### src/rtl/shift_sched_if.sv
// shift_sched_if: command, response and shifter-side signals of the shift scheduler.
// The scheduler uses the slave view; the surrounding system (requesters, consumer
// and the shared funnel shifter) uses the master view.
interface shift_sched_if;
    logic       req0_valid;
    logic       req0_ready;
    logic [7:0] req0_data;
    logic [2:0] req0_kind;
    logic [3:0] req0_count;

    logic       req1_valid;
    logic       req1_ready;
    logic [7:0] req1_data;
    logic [2:0] req1_kind;
    logic [3:0] req1_count;

    logic [7:0] sh_i;
    logic [2:0] sh_kind;
    logic [3:0] sh_count;
    logic [7:0] sh_o;

    logic       rsp_valid;
    logic       rsp_ready;
    logic       rsp_id;
    logic [7:0] rsp_data;
    logic       rsp_err;

    modport slave (
        input  req0_valid, req0_data, req0_kind, req0_count,
        input  req1_valid, req1_data, req1_kind, req1_count,
        input  sh_o, rsp_ready,
        output req0_ready, req1_ready,
        output sh_i, sh_kind, sh_count,
        output rsp_valid, rsp_id, rsp_data, rsp_err
    );

    modport master (
        output req0_valid, req0_data, req0_kind, req0_count,
        output req1_valid, req1_data, req1_kind, req1_count,
        output sh_o, rsp_ready,
        input  req0_ready, req1_ready,
        input  sh_i, sh_kind, sh_count,
        input  rsp_valid, rsp_id, rsp_data, rsp_err
    );
endinterface

### src/rtl/shift_sched.sv
// shift_sched: round-robin scheduler sharing one 8-bit funnel shifter between two
// requesters. Counts above MAX_STEP are split into several registered passes and the
// result is returned on one response channel tagged with the requester id.
module shift_sched #(
    parameter int unsigned MAX_STEP = 7
) (
    input  logic         clk,
    input  logic         rst,
    shift_sched_if.slave bus
);
    localparam logic [3:0] STEP = 4'(MAX_STEP);

    typedef enum logic [1:0] {
        IDLE,
        SHIFT,
        RESP
    } state_t;

    state_t     state_q, state_d;
    logic       ptr_q, ptr_d;
    logic [3:0] remaining_q, remaining_d;
    logic [7:0] sh_i_q, sh_i_d;
    logic [2:0] sh_kind_q, sh_kind_d;
    logic [3:0] sh_count_q, sh_count_d;
    logic       rsp_valid_q, rsp_valid_d;
    logic       rsp_id_q, rsp_id_d;
    logic [7:0] rsp_data_q, rsp_data_d;
    logic       rsp_err_q, rsp_err_d;

    logic       grant0;
    logic       grant1;
    logic       grant_any;
    logic [7:0] sel_data;
    logic [2:0] sel_kind;
    logic [3:0] sel_count;
    logic [3:0] rem_next;

    // Largest count the shifter may see in a single pass.
    function automatic logic [3:0] clip(input logic [3:0] c);
        return (c > STEP) ? STEP : c;
    endfunction

    // Round-robin grant; ready is only ever offered while idle and out of reset.
    always_comb begin
        grant0 = 1'b0;
        grant1 = 1'b0;
        if (!rst && state_q == IDLE) begin
            if (bus.req0_valid && bus.req1_valid) begin
                grant0 = ~ptr_q;
                grant1 = ptr_q;
            end else begin
                grant0 = bus.req0_valid;
                grant1 = bus.req1_valid;
            end
        end
        grant_any = grant0 | grant1;
        sel_data  = grant1 ? bus.req1_data  : bus.req0_data;
        sel_kind  = grant1 ? bus.req1_kind  : bus.req0_kind;
        sel_count = grant1 ? bus.req1_count : bus.req0_count;
    end

    // Next-state and next-output logic; the shifter outputs only move at a grant or between passes.
    always_comb begin
        state_d     = state_q;
        ptr_d       = ptr_q;
        remaining_d = remaining_q;
        sh_i_d      = sh_i_q;
        sh_kind_d   = sh_kind_q;
        sh_count_d  = sh_count_q;
        rsp_valid_d = rsp_valid_q;
        rsp_id_d    = rsp_id_q;
        rsp_data_d  = rsp_data_q;
        rsp_err_d   = rsp_err_q;
        rem_next    = remaining_q - sh_count_q;

        case (state_q)
            IDLE: begin
                if (grant_any) begin
                    ptr_d    = ~grant1;
                    rsp_id_d = grant1;
                    if (sel_kind[2:1] == 2'b11) begin
                        rsp_err_d   = 1'b1;
                        rsp_data_d  = sel_data;
                        rsp_valid_d = 1'b1;
                        state_d     = RESP;
                    end else begin
                        rsp_err_d   = 1'b0;
                        sh_i_d      = sel_data;
                        sh_kind_d   = sel_kind;
                        sh_count_d  = clip(sel_count);
                        remaining_d = sel_count;
                        state_d     = SHIFT;
                    end
                end
            end
            SHIFT: begin
                remaining_d = rem_next;
                if (rem_next == 4'd0) begin
                    rsp_data_d  = bus.sh_o;
                    rsp_valid_d = 1'b1;
                    state_d     = RESP;
                end else begin
                    sh_i_d     = bus.sh_o;
                    sh_count_d = clip(rem_next);
                end
            end
            RESP: begin
                if (bus.rsp_ready) begin
                    rsp_valid_d = 1'b0;
                    state_d     = IDLE;
                end
            end
            default: begin
                state_d = IDLE;
            end
        endcase
    end

    // State and registered outputs, cleared by the synchronous reset.
    always_ff @(posedge clk) begin
        if (rst) begin
            state_q     <= IDLE;
            ptr_q       <= 1'b0;
            remaining_q <= 4'd0;
            sh_i_q      <= 8'd0;
            sh_kind_q   <= 3'd0;
            sh_count_q  <= 4'd0;
            rsp_valid_q <= 1'b0;
            rsp_id_q    <= 1'b0;
            rsp_data_q  <= 8'd0;
            rsp_err_q   <= 1'b0;
        end else begin
            state_q     <= state_d;
            ptr_q       <= ptr_d;
            remaining_q <= remaining_d;
            sh_i_q      <= sh_i_d;
            sh_kind_q   <= sh_kind_d;
            sh_count_q  <= sh_count_d;
            rsp_valid_q <= rsp_valid_d;
            rsp_id_q    <= rsp_id_d;
            rsp_data_q  <= rsp_data_d;
            rsp_err_q   <= rsp_err_d;
        end
    end

    assign bus.req0_ready = grant0;
    assign bus.req1_ready = grant1;
    assign bus.sh_i       = sh_i_q;
    assign bus.sh_kind    = sh_kind_q;
    assign bus.sh_count   = sh_count_q;
    assign bus.rsp_valid  = rsp_valid_q;
    assign bus.rsp_id     = rsp_id_q;
    assign bus.rsp_data   = rsp_data_q;
    assign bus.rsp_err    = rsp_err_q;
endmodule
### src/flat_wrapper.sv
// flat-port wrapper written by rule: the top's interface ports become plain ports
module shift_sched_flat 
#(
    parameter int unsigned MAX_STEP = 7
)
  (clk, rst, bus_req0_valid, bus_req0_data, bus_req0_kind, bus_req0_count, bus_req1_valid, bus_req1_data, bus_req1_kind, bus_req1_count, bus_sh_o, bus_rsp_ready, bus_req0_ready, bus_req1_ready, bus_sh_i, bus_sh_kind, bus_sh_count, bus_rsp_valid, bus_rsp_id, bus_rsp_data, bus_rsp_err);
  shift_sched_if bus_i ();
  input  logic clk;
  input  logic rst;
  input wire logic [$bits(bus_i.req0_valid)-1:0] bus_req0_valid;
  input wire logic [$bits(bus_i.req0_data)-1:0] bus_req0_data;
  input wire logic [$bits(bus_i.req0_kind)-1:0] bus_req0_kind;
  input wire logic [$bits(bus_i.req0_count)-1:0] bus_req0_count;
  input wire logic [$bits(bus_i.req1_valid)-1:0] bus_req1_valid;
  input wire logic [$bits(bus_i.req1_data)-1:0] bus_req1_data;
  input wire logic [$bits(bus_i.req1_kind)-1:0] bus_req1_kind;
  input wire logic [$bits(bus_i.req1_count)-1:0] bus_req1_count;
  input wire logic [$bits(bus_i.sh_o)-1:0] bus_sh_o;
  input wire logic [$bits(bus_i.rsp_ready)-1:0] bus_rsp_ready;
  output wire logic [$bits(bus_i.req0_ready)-1:0] bus_req0_ready;
  output wire logic [$bits(bus_i.req1_ready)-1:0] bus_req1_ready;
  output wire logic [$bits(bus_i.sh_i)-1:0] bus_sh_i;
  output wire logic [$bits(bus_i.sh_kind)-1:0] bus_sh_kind;
  output wire logic [$bits(bus_i.sh_count)-1:0] bus_sh_count;
  output wire logic [$bits(bus_i.rsp_valid)-1:0] bus_rsp_valid;
  output wire logic [$bits(bus_i.rsp_id)-1:0] bus_rsp_id;
  output wire logic [$bits(bus_i.rsp_data)-1:0] bus_rsp_data;
  output wire logic [$bits(bus_i.rsp_err)-1:0] bus_rsp_err;
  assign bus_i.req0_valid = bus_req0_valid;
  assign bus_i.req0_data = bus_req0_data;
  assign bus_i.req0_kind = bus_req0_kind;
  assign bus_i.req0_count = bus_req0_count;
  assign bus_i.req1_valid = bus_req1_valid;
  assign bus_i.req1_data = bus_req1_data;
  assign bus_i.req1_kind = bus_req1_kind;
  assign bus_i.req1_count = bus_req1_count;
  assign bus_i.sh_o = bus_sh_o;
  assign bus_i.rsp_ready = bus_rsp_ready;
  assign bus_req0_ready = bus_i.req0_ready;
  assign bus_req1_ready = bus_i.req1_ready;
  assign bus_sh_i = bus_i.sh_i;
  assign bus_sh_kind = bus_i.sh_kind;
  assign bus_sh_count = bus_i.sh_count;
  assign bus_rsp_valid = bus_i.rsp_valid;
  assign bus_rsp_id = bus_i.rsp_id;
  assign bus_rsp_data = bus_i.rsp_data;
  assign bus_rsp_err = bus_i.rsp_err;
  shift_sched #(.MAX_STEP(MAX_STEP)) u_core (.clk(clk), .rst(rst), .bus(bus_i));
endmodule
### config.mk
export PLATFORM = sky130hd
export DESIGN_NAME = shift_sched_flat
export DESIGN_NICKNAME = d
export VERILOG_FILES = /design/src/rtl/shift_sched_if.sv /design/src/rtl/shift_sched.sv /design/src/flat_wrapper.sv
export SDC_FILE = /design/constraint.sdc
export NUM_CORES = 1
export LEC_CHECK = 0
export CAP_MARGIN = 20
export CELL_PAD_IN_SITES_DETAIL_PLACEMENT = 1
export CELL_PAD_IN_SITES_GLOBAL_PLACEMENT = 1
export CORE_ASPECT_RATIO = 1.1
export CORE_MARGIN = 2
export CORE_UTILIZATION = 34
export DETAILED_ROUTE_END_ITERATION = 10
export GPL_ROUTABILITY_DRIVEN = 0
export PLACE_DENSITY = 0.89
export SLEW_MARGIN = 40
export SYNTH_ARGS = -nofsm -noshare
export SYNTH_HDL_FRONTEND = slang
export SYNTH_SLANG_ARGS = --single-unit
### constraint.sdc
create_clock -name clk -period 5.3 [get_ports clk]
set_clock_uncertainty 0.05 [all_clocks]
set_input_delay 1.06 -clock clk [delete_from_list [all_inputs] [get_ports clk]]
set_output_delay 1.06 -clock clk [all_outputs]
set_load 0.01 [all_outputs]
==> results.md, run 1 <==
- Total CTS buffers: 5
- Sequential share of power: 32.9%
- Number of flops mapped to enable cells by yosys: 0
- Hold-fix buffers, CTS: 0
- Cells after Synth: 205
- Ys Warns: 0
- Core Region: 5034 sq um
- Largest net degree at the start of global routing: 42
- CTS root buf: clkbuf_8
- Fin nets: 321
- Final Setup Violations: 0
- Starting Density: 35.62%
- Global-route wire length before repair: 8.769 mm
- Setup slack after layout: 1.332 ns
- Area leader, netlist: dfxtp_1
- Filler instances: 605
- Starting DRT DRC Count: 71
- Peak Freq: 252.0 MHz
- Sw frac: 35.20%
- Yosys reg bits: 33
- Avg WL per Cell: 16.46 microns
- Post-route DRC: 0
- Peak supply drop: 176.0 uV
- RSZ-0062 raised after global routing: no
- Fin crit period: 3.968 ns
- Register area share after synthesis: 36.85%
- Area growth from synthesis to layout: 47.66%
- Most common cell in the netlist: dfxtp_1
- Post-CTS setup buffers: 0
- Top FF cell, synth: dfxtp_1
- CP endpoint kind: output port
- Die ar.: 5871 sq um
- Syn_nets: 252
- Syn avg cell area: 8.746 sq um
- Worst-skew pair later-pin latency: 0.30 ns
- DRT antenna net count: 0
- Hold_sp: u_core.bus.rsp_err
- Final core utilization: 52.60%
- # IOs: 71
- Ant. Diodes: 0
- Worst Max-Slew Pin Slew: 0.7898 ns
- Max Buffers Root-to-Sink: 2
- Drt pass-1 iters: 4
- Worst Path Class, Setup: in2out
- Largest cells by area after synthesis: dfxtp_1 (37%), mux2_2 (13%), nand2_1 (6.1%), nor2b_1 (5.9%), a311oi_1 (5.9%)
- CP arrival: 2.86 ns
- CP required: 4.19 ns
- Status: completed
- Vias in the first global route: 1,856
- Global-route total usage across every layer: 19.45%
- Share of post-route cells with drive strength above 1: 13.82%
- Post-synth top cells: dfxtp_1 (33), nand2_1 (29), mux2_2 (20), nor2_1 (17), nor2b_1 (17)
- Net Sw Power: 0.3609 mW
- Hold WC Path Type: reg2reg
- Period utilisation layout: 74.87%
- Reg clk slew, reported paths: 0.07 ns
- Cts repair resizes: 0
- Total congestion overflow: 0
- Synth async-reset ratio: 0%
- DR vias: 1,784
- Slew Viols, Final: 0
- Port buffer count: 70
- Pleak: 1.015 nW
- Netlist cell types: 41
- HPWL Detailed: 3.980 mm
- Final wirelength: 5.481 mm
- Cell Rows: 27
- Gate power share: 43.4%
- Clock sink count: 33
- Pwr Density: 387.2 nW/um^2
- Antenna violations before repair: 0
- Clock power share: 23.7%
- Top cell type's share of synthesized area: 36.85%
- Depth of the CTS H-tree: 2
- Setup TNS: 0 ns
- Max cap viols: 0
- R2r startpoint: u_core.state_q[0]
- Post-Place Setup Slack: 1.345 ns
- Synthesized cell area: 1793 sq um
- Die Wd: 73.24 microns
- Startpoint Class: input pin
- Critical Path Source: rst
- Die H: 80.16 microns
- Max Fanout on Critical Path: 12
- Int Power: 0.6643 mW
- CTS tree: done
- Hold Violations, Final: 0
- Relative slew margins: 47.24%
- Power, Total: 1.025 mW
- Via-to-Cell Ratio: 5.357
-- final cells by class --
cell class / instances / area, sq um / share of cell area (%)
Multi-Input combinational cell: 157 / 1065 / 40.22
Timing Repair Buffer: 72 / 715.7 / 27.03
Sequential cell: 33 / 660.6 / 24.95
Tap cell: 58 / 72.57 / 2.741
Clock buffer: 5 / 68.82 / 2.599
Clock inverter: 3 / 46.29 / 1.749
Inverter: 5 / 18.77 / 0.7089
-- flip-flops by register name, indices dropped and copies added, names as in the netlist, 2 cells and up --
signal,cells
u_core.state_q,2
u_core.remaining_q,4
u_core.bus.sh_count,4
u_core.bus.sh_kind,3
u_core.bus.sh_i,8
u_core.bus.rsp_data,8
-- power by group through the flow --
stage | clock network [mW] | registers [mW] | logic [mW]
2_1_floorplan | 0 | 0.351 | 0.252
5_1_grt | 0.259 | 0.345 | 0.489
3_5_place_dp | 0 | 0.342 | 0.442
3_3_place_gp | 0 | 0.340 | 0.426
4_1_cts | 0.246 | 0.338 | 0.448
6_report | 0.243 | 0.337 | 0.445
-- path summary, 6_finish.rpt --
check	depth (start not counted)	endpoint	slack, ns
min	2	u_core.bus.rsp_err	0.45
max reg2reg	5	u_core.bus.rsp_data[6]	2.53
max	5	bus_req1_ready	1.33
min reg2reg	2	u_core.bus.rsp_err	0.45
-- logic make-up after synthesis --
family / Yosys count / synth area share (%)
simple gates: 84 / 23.94
compound gates: 45 / 17.45
flops: 33 / 36.85
mux: 22 / 13.68
buf+inv: 15 / 3.908
fa+ha+maj: 4 / 3.210
xor+xnor: 2 / 0.9771
-- critical path, stage by stage --
cell and delay (ns):
clkdlybuf4s50_1 0.49, nor3_4 0.21, nand3_1 0.14, inv_1 0.33, clkdlybuf4s50_1 0.62
-- layout by cell type, fill, tap and decap left out, types with 3 or more instances in the layout --
master / n
inv_1: 5
nand2_1: 29
o211ai_1: 3
nor2_1: 17
nor2b_1: 17
dfxtp_1: 33
clkbuf_8: 5
clkdlybuf4s50_1: 70
ha_1: 3
a21oi_1: 14
mux2_2: 20
a311oi_1: 12
o21ai_0: 6
-- routing by layer --
metal | vias up | share of wire (%) | wire length, microns | GRT usage [%]
li1 | 864 | - | - | -
met1 | 865 | 42 | 2308 | 22.37
met2 | 49 | 51 | 2771 | 34.32
met3 | 6 | 5.8 | 319 | 5.019
met4 | 0 | 1.5 | 80 | 6.667
met5 | - | 0 | 0 | 0
-- metrics by stage --
step / hold WS (ns) / std cells / area (sq um)
3_5_place_dp: 0.4415 / 325 / 2530
5_1_grt: 0.4725 / 333 / 2648
2_1_floorplan: 0.4194 / 205 / 1793
4_1_cts: 0.4553 / 333 / 2645
6_report: 0.4507 / 333 / 2648
3_3_place_gp: 0.4332 / 325 / 2530
Note: power is estimated with default switching activity, not from simulation.
==> run 2, diff against run 1 <==
--- a/config.mk
+++ b/config.mk
@@ -10,10 +10,10 @@
 export CELL_PAD_IN_SITES_GLOBAL_PLACEMENT = 1
 export CORE_ASPECT_RATIO = 1.1
 export CORE_MARGIN = 2
-export CORE_UTILIZATION = 34
+export CORE_UTILIZATION = 28
 export DETAILED_ROUTE_END_ITERATION = 10
 export GPL_ROUTABILITY_DRIVEN = 0
-export PLACE_DENSITY = 0.89
+export PLACE_DENSITY = 0.79
 export SLEW_MARGIN = 40
 export SYNTH_ARGS = -nofsm -noshare
 export SYNTH_HDL_FRONTEND = slang
==> constraint.sdc (replaced) <==
create_clock -name clk -period 3.34 [get_ports clk]
set_clock_uncertainty 0.05 [all_clocks]
set_input_delay 0.668 -clock clk [delete_from_list [all_inputs] [get_ports clk]]
set_output_delay 0.668 -clock clk [all_outputs]
set_load 0.01 [all_outputs]
==> run 2 against run 1 <==
Sequential share of layout area is 0.18 points lower; global-route usage is 3.3 points lower; hold slack worse by 0.0054 ns; sequential power is 58% higher; via count is 0.34% higher; clock-buffer cell count is 2 higher; worst setup slack worse by 0.87 ns; power is 51% higher; final cell count is 7.2% higher; combinational power is 60% higher; flip-flop and latch count stayed put; clock power is 24% higher; critical path type unchanged; largest power group unchanged.
==> results.md, run 2 (synthesis gave the netlist of run 1 again) <==
- HPWL Detailed: 4.067 mm (was 3.980 mm)
- Post-route insts no fill: 357 (was 333)
- Fin nets: 324 (was 321)
- Global Route met3 Usage: 3.093% (was 5.019%)
- GRT Max-Usage Layer: met2 (unchanged)
- Hold Violations, Final: 0 (unchanged)
- Port buffer count: 70 (unchanged)
- Worst Max-Slew Pin Slew: 0.6750 ns (was 0.7898 ns)
- Core Region: 6193 sq um (was 5034 sq um)
- Largest net degree at the start of global routing: 42 (unchanged)
- CP required: 2.62 ns (was 4.19 ns)
- DR vias: 1,790 (was 1,784)
- Worst-skew pair later-pin latency: 0.28 ns (was 0.30 ns)
- Pleak: 1.020 nW (was 1.015 nW)
- GR Layer Usage met2: 28.18% (was 34.32%)
- Placed cell count: 350 (was 325)
- Met1 usage: 20.23% (was 22.37%)
- Post-route DRC: 0 (unchanged)
- Cts repair resizes: 0 (unchanged)
- Highest-count cells in the layout ignoring fill and taps: clkdlybuf4s50_1 (70), dfxtp_1 (33), nand2_1 (29) (unchanged)
- Global-route wire length before repair: 8.970 mm (was 8.769 mm)
- Peak Freq: 347.9 MHz
- Total CTS buffers: 5 (unchanged)
- Filler instances: 742 (was 605)
- Final wirelength: 5.542 mm (was 5.481 mm)
- Peak supply drop: 236.2 uV (was 176.0 uV)
- Cell Rows: 30 (was 27)
- CTS tree: done (unchanged)
- CP arrival: 2.16 ns (was 2.86 ns)
- Depth of the CTS H-tree: 2 (unchanged)
- DRT antenna net count: 0 (unchanged)
- Fin crit period: 2.875 ns
- Ant. Diodes: 0 (unchanged)
- Reg-to-reg slack, setup: 0.63 ns (was 2.53 ns)
- Slew Viols, Final: 0 (unchanged)
- Area growth from synthesis to layout: 48.71% (was 47.66%)
- Hold WC Path Type: reg2reg (unchanged)
- Via-to-Cell Ratio: 5.014 (was 5.357)
- Clock sink count: 33 (unchanged)
- Starting DRT DRC Count: 36 (was 71)
- Max Buffers Root-to-Sink: 2 (unchanged)
- CTS root buf: clkbuf_8 (unchanged)
- Share of post-route cells with drive strength above 1: 13.72% (was 13.82%)
- Drt pass-1 iters: 4 (unchanged)
- Hold-fix buffers, CTS: 0 (unchanged)
- Setup TNS: 0 ns (unchanged)
- Antenna violations before repair: 0 (unchanged)
- Status: completed (unchanged)
- CP endpoint kind: output port (unchanged)
- Relative slew margins: 54.70% (was 47.24%)
- Post-CTS setup buffers: 0 (unchanged)
- Reg clk slew, reported paths: 0.07 ns (about the same)
- Global-route total usage across every layer: 16.16% (was 19.45%)
- Setup slack after layout: 0.4654 ns (was 1.332 ns)
- Final core utilization: 43.05% (was 52.60%)
- Starting Density: 28.95% (was 35.62%)
- Startpoint Class: input pin (unchanged)
- Die ar.: 7060 sq um (was 5871 sq um)
- Worst Path Class, Setup: in2out (unchanged)
- Max cap viols: 0 (unchanged)
- Final Setup Violations: 0 (unchanged)
- Vias in the first global route: 1,934 (was 1,856)
- Die Wd: 80.30 microns (was 73.24 microns)
- Die H: 87.93 microns (was 80.16 microns)
- RSZ-0062 raised after global routing: no (unchanged)
- # IOs: 71 (unchanged)
- Post-Place Setup Slack: 0.4076 ns (was 1.345 ns)
- Avg WL per Cell: 15.52 microns (was 16.46 microns)
- Pwr Density: 579.9 nW/um^2 (was 387.2 nW/um^2)
- Max Fanout on Critical Path: 4 (was 12)
- Total congestion overflow: 0 (unchanged)
- Commonest non-fill, non-tap cell in the layout: clkdlybuf4s50_1 (unchanged)
- Period utilisation layout: 86.06%
run 2: changes by cell type in the layout (fill, tap and decap cells not counted), sizes merged:
cell | previous run | this run
clkinv | 1 | 0
bufinv | 1 | 0
clkbuf | 5 | 7
clkinvlp | 1 | 0
buf | 2 | 5
run 2: final cells by class:
| class | count | area [sq um] | area share (%) |
|---|---|---|---|
| well taps | 80 | 100.1 | 3.754 |
| multi-input cells | 157 | 1062 | 39.84 |
| clock buffers | 7 | 86.33 | 3.238 |
| flip-flops and latches | 33 | 660.6 | 24.78 |
| repair buffers | 75 | 738.2 | 27.69 |
| inverters | 5 | 18.77 | 0.7039 |
run 2: where the power goes:
group | internal [mW] | switching (mW) | total, mW | leakage (nW)
Sequential | 0.477 | 0.0571 | 0.534 | 0.271
Combinational | 0.361 | 0.350 | 0.711 | 0.705
Clock | 0.163 | 0.138 | 0.301 | 0.0443
run 2: worst paths after layout:
path | to | depth (start not counted) | startpoint
worst min-delay path | u_core.bus.rsp_err | 2 | u_core.bus.rsp_err
worst max register to register | u_core.bus.rsp_data[0] | 7 | u_core.bus.sh_count[0]
worst min register to register | u_core.bus.rsp_err | 2 | u_core.bus.rsp_err
worst max-delay path | bus_req1_ready | 5 | rst
run 2: stage by stage:
stage               hold slack, ns  instance area (sq um)  power [mW]
CTS                         0.4523                   2666       1.570
finish                      0.4453                   2666       1.546
global placement            0.4337                   2580       1.230
global route                0.4849                   2666       1.666
detailed placement          0.4398                   2580       1.255
floorplan                   0.4194                   1793      0.9575
run 2: worst max-delay path, cell delays in order:
cell and delay, ns:
clkdlybuf4s50_1 0.49, nor3_4 0.20, nand3_1 0.14, inv_1 0.11, clkdlybuf4s50_1 0.55
run 2: layer usage:
metal / wire [microns] / share of wire [%]
met5: 0 / 0
met4: 61 / 1.1
met3: 319 / 5.8
met2: 2684 / 48
met1: 2476 / 45
